## config.mk

```make
export PLATFORM = sky130hd
export DESIGN_NAME = countdown_timer
export DESIGN_NICKNAME = d
export VERILOG_FILES = /design/src/rtl/countdown_timer.sv
export SDC_FILE = /design/constraint.sdc
export NUM_CORES = 1
export LEC_CHECK = 0
export BUFFER_PORTS_ARGS = -buffer_cell sky130_fd_sc_hd__buf_4
export CORE_AREA = 2 2 39 41
export DETAILED_ROUTE_END_ITERATION = 10
export DIE_AREA = 0 0 41 43
export GPL_TIMING_DRIVEN = 0
export PLACE_DENSITY = 0.62
export SLEW_MARGIN = 15
export SYNTH_ARGS = -nofsm -noshare
export SYNTH_HDL_FRONTEND = slang
export SYNTH_SLANG_ARGS = --single-unit
export TNS_END_PERCENT = 5
```

## constraint.sdc

```tcl
create_clock -name clk -period 4.6 [get_ports clk]
set_clock_uncertainty 0.05 [all_clocks]
set_input_delay 0.23 -clock clk [delete_from_list [all_inputs] [get_ports clk]]
set_output_delay 0.23 -clock clk [all_outputs]
set_load 0.05 [all_outputs]
```

## src/rtl/countdown_timer.sv

```systemverilog
// countdown_timer: loadable down-counter with a one-cycle terminal-count pulse and optional periodic auto-reload
module countdown_timer #(
    parameter int WIDTH       = 5,
    parameter int AUTO_RELOAD = 0
) (
    input  logic             clk,
    input  logic             rst,
    input  logic             start,
    input  logic [WIDTH-1:0] load_val,
    input  logic             pause,
    input  logic             abort,
    output logic [WIDTH-1:0] q,
    output logic             busy,
    output logic             done
);
    typedef enum logic {IDLE, RUN} state_t;
    localparam logic [WIDTH-1:0] ONE = WIDTH'(1);
    state_t           state_q, state_d;
    logic [WIDTH-1:0] cnt_q, cnt_d;
    logic [WIDTH-1:0] reload_q, reload_d;
    logic             done_q, done_d;
    logic             launch, last;
    // start only counts in IDLE with a nonzero value and no abort; a count of 1 is the terminal step
    assign launch = start && !abort && (load_val != '0);
    assign last   = cnt_q <= ONE;
    // state and datapath registers, rst overrides everything
    always_ff @(posedge clk) begin
        if (rst) begin
            state_q  <= IDLE;
            cnt_q    <= '0;
            reload_q <= '0;
            done_q   <= 1'b0;
        end else begin
            state_q  <= state_d;
            cnt_q    <= cnt_d;
            reload_q <= reload_d;
            done_q   <= done_d;
        end
    end
    // next state: abort beats pause, one-shot mode falls back to IDLE on the terminal step
    always_comb begin
        state_d = state_q;
        if (state_q == IDLE)
            state_d = launch ? RUN : IDLE;
        else if (abort)
            state_d = IDLE;
        else if (!pause && last && AUTO_RELOAD == 0)
            state_d = IDLE;
    end
    // count, reload latch and done pulse; q is always 0 while IDLE so zero-length starts leave it alone
    always_comb begin
        cnt_d    = cnt_q;
        reload_d = reload_q;
        done_d   = 1'b0;
        if (state_q == IDLE) begin
            if (launch) begin
                cnt_d    = load_val;
                reload_d = load_val;
            end
            done_d = start && !abort && (load_val == '0);
        end else if (abort) begin
            cnt_d = '0;
        end else if (!pause) begin
            done_d = last;
            cnt_d  = last ? ((AUTO_RELOAD != 0) ? reload_q : '0) : cnt_q - ONE;
        end
    end
    assign q    = cnt_q;
    assign busy = (state_q == RUN);
    assign done = done_q;
endmodule

```

======== Word-level counts from Yosys, hierarchy flattened ========
Cells that the tools add are included.
storage, ports and cells
  memories kept ........................... 0
  register bits ........................... 7
  bits in writable memories ............... 0
  output and inout bits ................... 7
  latch bits .............................. 0
  bits in read-only memories .............. 0
  bits of input ports ..................... 10
cells by class
  div/mod/pow operators ................... 0
  $add $sub $neg .......................... 1
  magnitude comparators ................... 1
  reduce and logical (&&, ||, !) cells .... 10
  bitwise gates (word level) .............. 0
  multiply operators ...................... 0
  multiplexer cells ....................... 12
  shift-type cells ........................ 0
  equality and inequality tests ........... 1
operator list
  kind                 count
  $mux 5               5
  $mux 1               7
  $le 5x1->1 const B   1
  $logic_not 5->1      1
  $reduce_bool 5->1    1
  $sub 5x1->5 const B  1
  $logic_and 1x1->1    4
  $ne 3x3->1 const B   1
  $logic_not 1->1      2
  $reduce_and 2->1     1
  $reduce_bool 2->1    1

======== Longest topological paths before layout ========
  depth in word-level cells ............... 5
  gate-level depth with buffers ........... 6
  depth with buffers taken out ............ 6

======== Worst setup path after synthesis ========
Ideal clock, no wire load.
  path kind ............................... register -> register
  from .................................... register cnt_q[0], in the netlist q[0]
  to ...................................... register cnt_q[2], in the netlist q[2]
  setup time .............................. 0.122 ns
  path slack .............................. 2.691 ns
  required time ........................... 4.428 ns
  data arrival time ....................... 1.737 ns
  stages on the path, launching flop included .. 6
  cell sequence ........................... dfxtp_1 > ha_1 > o21ba_2 > o21ai_1 > o22ai_1 > a221o_1
between the ends
  word-level cells in the longest chain between the ends .. 5
RTL lines
  what                                       RTL line  source
  from (decl)                                19        logic [WIDTH-1:0] cnt_q, cnt_d;
  from (signal assigned)                     35        cnt_q <= cnt_d;
  $sub 5x1->5 or $le 5x1->1 (tied branches)  65, 25
  $mux 5 (*)                                 65        cnt_d = last ? ((AUTO_RELOAD != 0) ? reload_q : '0) : cnt_q - ONE;
  $mux 5 (*)                                 63        end else if (!pause) begin
  $mux 5 (*)                                 61        end else if (abort) begin
  $mux 5 (*)                                 55        if (state_q == IDLE) begin
Mark *: on every way between the ends. The rest lies on a longest branch, timed or not. The select of a mux whose other input is x is not followed.
A chain may end at the register's enable or synchronous reset.

======== Worst setup path after layout ========
  from .................................... register cnt_q[2], in the netlist q[2]
  to ...................................... register cnt_q[2], in the netlist q[2]
Same word-level chain as after synthesis.

==> impl_metrics.tcl <==
set metrics [dict create \
    status "complete, no violations" \
    cts_resized 0 \
    ys_async_sr_fraction_pct 0 \
    final_common_cell "buf_4" \
    post_dp_cell_area_um2 633.1 \
    post-synth-top-area-cell "dfxtp_1" \
    crit_buf_inv 0 \
    p_per_area_nw_per_um2 294.9 \
    coreArea_um2 1384 \
    chipHeight_um 43 \
    clockRootBuffer "clkbuf_4" \
    fill_cells 150 \
    start_util_pct 36.17 \
    drv_slew 0 \
    drt-initial-drc-count 11 \
    reg2reg_from "q[2]$_SDFFE_PP0P_" \
    yosysSeqAreaShare_pct 28.00 \
    multi_input_area_um2 326.6 \
    synth_flop_cell "dfxtp_1" \
    cts_buffers 3 \
    syn_avg_cell_area_um2 8.205 \
    antenna_left 0 \
    crit_path_max_incr_delay_ns 0.43 \
    cp_slowest_cell "or3_1" \
    die_area_um2 1763 \
    holdCritStartpoint "abort" \
    avgRoutedWirePerCell_um 12.18 \
    wirelength_um 1169 \
    nets 93 \
    routed_via_density 5.604 \
    hpwl_um 906.5 \
    cts.sinks 7 \
    synth_cell_types 28 \
    tightest_slew_ns 0.4061 \
    ff2ff_setup_slack_ns 2.80 \
    whs_path_depth 2 \
    vias 538 \
    grt_pass1_vias 454 \
    drc 0 \
    max_freq_mhz 556.8 \
    startpoint_type "flop" \
    ys_ff_latch 7 \
    grt_start_max_net_pins 11 \
    rsz0062_at_grt "false" \
    end_kind "flop" \
    synthTopCellsByArea "dfxtp_1 (28%), o21a_1 (6.0%), inv_1 (5.3%)" \
    io_pins 17 \
    portBuffers 15 \
    synth-edff-count 0 \
    crit_family "compound AO/OA/AOI/OAI gates" \
    synth_cells 61 \
    synth_fp_nets 73 \
    cts_setup_buffers 0 \
    layout.area.seq_um2 140.1 \
    insertion_delay_ns 0.26 \
    synth_area_um2 500.5 \
    core.rowCount 14 \
    antenna_found_initial 0 \
    synth_top_area_share_pct 28.00 \
    r2r_end "q[2]$_SDFFE_PP0P_" \
    power.leakage_nw 0.2749 \
    fin_crit_sh_pct 39.04 \
    irDropWorstVdd_v 0.0001544 \
    final_cell_mix "buf_4 (15), inv_1 (7), dfxtp_1 (7)" \
    worstPathRequired_ns 4.70 \
    h-tree-depth 1 \
    hold_end "busy$_SDFF_PP0_" \
    drv_cap 0 \
    die_x_um 41 \
    setup-violations-final 0 \
    fin_area_um2 659.4 \
    path_cells "or3_1 -> o21ai_1 -> o22ai_1 -> a221o_1" \
    grt_usage_pct 15.78 \
    finalHoldViolCount 0 \
    grt_pass1_wl_um 1828 \
    yosys_warnings 0 \
    routabilityCongestion 0.8473 \
    relSlewSlack_pct 72.92 \
    reg2regPathDepth 4 \
    clockBufferDepth 2 \
    setup_tns_ns 0 \
    holdBufCountCts 0 \
    path_clk_slew_ns 0.06 \
    globalRouteOverflowTotal 0 \
    cts_tree "done" \
    synthToLayoutAreaGrowth_pct 31.75 \
    dr.pass1.iters 4 \
    hp-class "in2reg" \
    critPathMaxFanout 6 \
    path_class "reg2reg" \
    arrival_ns 1.89 \
    period_needed_ns 1.796 \
    diodes 0 \
    drive_gt1_share_pct 28.75 \
]
-- synthesized netlist by cell type, drive strengths merged, types with 2 or more instances --
cell	number
o22ai	3
nor2b	3
o21a	4
nor4b	2
dfxtp	7
nor3	3
nand2b	2
a31oi	3
a221o	2
nand2	2
clkbuf	2
ha	2
inv	7
nor2	3
o21ai	4
-- worst register-to-register path, stage by stage, from the launching register on --
cell and delay, ns:
dfxtp_1 0.34, or3_1 0.43, o21ai_1 0.37, o22ai_1 0.17
a221o_1 0.33
-- stage by stage --
step	hold slack [ns]	std cells	total power (W)	util (%)	worst slack, ns
finish	0.1213	96	0.0001945	47.65	2.804
global route	0.1222	96	0.0002052	47.65	2.732
CTS	0.1213	96	0.0001942	47.65	2.797
detailed placement	0.3953	92	0.0001360	45.75	2.810
global placement	0.3942	92	0.0001359	45.75	2.836
floorplan	0.2568	61	0.0001153	-	2.691
-- routing by layer --
metal	vias up	global-route usage (%)	wire, um
met3	5	3.141	76
met5	-	0	0
met2	20	22.50	526
met1	247	19.68	526
li1	266	-	-
met4	0	12.00	40
-- state kept, by name, indices dropped and copies added (netlist names) --
register / flops
busy: 1
done: 1
q: 5
-- area by class of cell --
class / count / area share [%]
Inverter: 7 / 3.985
Sequential cell: 7 / 21.25
Clock buffer: 4 / 3.985
Timing Repair Buffer: 15 / 17.08
Buffer: 2 / 1.139
Multi-Input combinational cell: 45 / 49.53
Tap cell: 16 / 3.036
-- where the power goes --
part | total (W) | leakage [nW] | switching, W | internal (W)
sequential | 0.0000696 | 0.0574 | 0.00000461 | 0.0000649
combinational | 0.0000653 | 0.202 | 0.0000395 | 0.0000258
clock | 0.0000596 | 0.0150 | 0.0000263 | 0.0000333
total | 0.000194 | 0.275 | 0.0000703 | 0.000124
-- worst max-delay path by stage --
stage / start / slack, ns / end / depth (start not counted)
after floorplan: q[0]$_SDFFE_PP0P_ / 2.69 / q[2]$_SDFFE_PP0P_ / 5
after global placement: q[2]$_SDFFE_PP0P_ / 2.84 / q[2]$_SDFFE_PP0P_ / 4
after detailed placement: q[2]$_SDFFE_PP0P_ / 2.81 / q[2]$_SDFFE_PP0P_ / 4
after CTS: q[2]$_SDFFE_PP0P_ / 2.80 / q[2]$_SDFFE_PP0P_ / 4
after global routing: q[2]$_SDFFE_PP0P_ / 2.73 / q[2]$_SDFFE_PP0P_ / 4
final: q[2]$_SDFFE_PP0P_ / 2.80 / q[2]$_SDFFE_PP0P_ / 4
-- cell families after synthesis --
| logic type | after synthesis | synth area share [%] |
|---|---|---|
| AOI/OAI and AO/OA | 23 | 36.00 |
| adders and majority gates | 2 | 4.999 |
| buffers and inverters | 9 | 6.752 |
| DFF | 7 | 28.00 |
| and+or+nand+nor | 20 | 24.25 |
(Power assumes the default switching activity.)
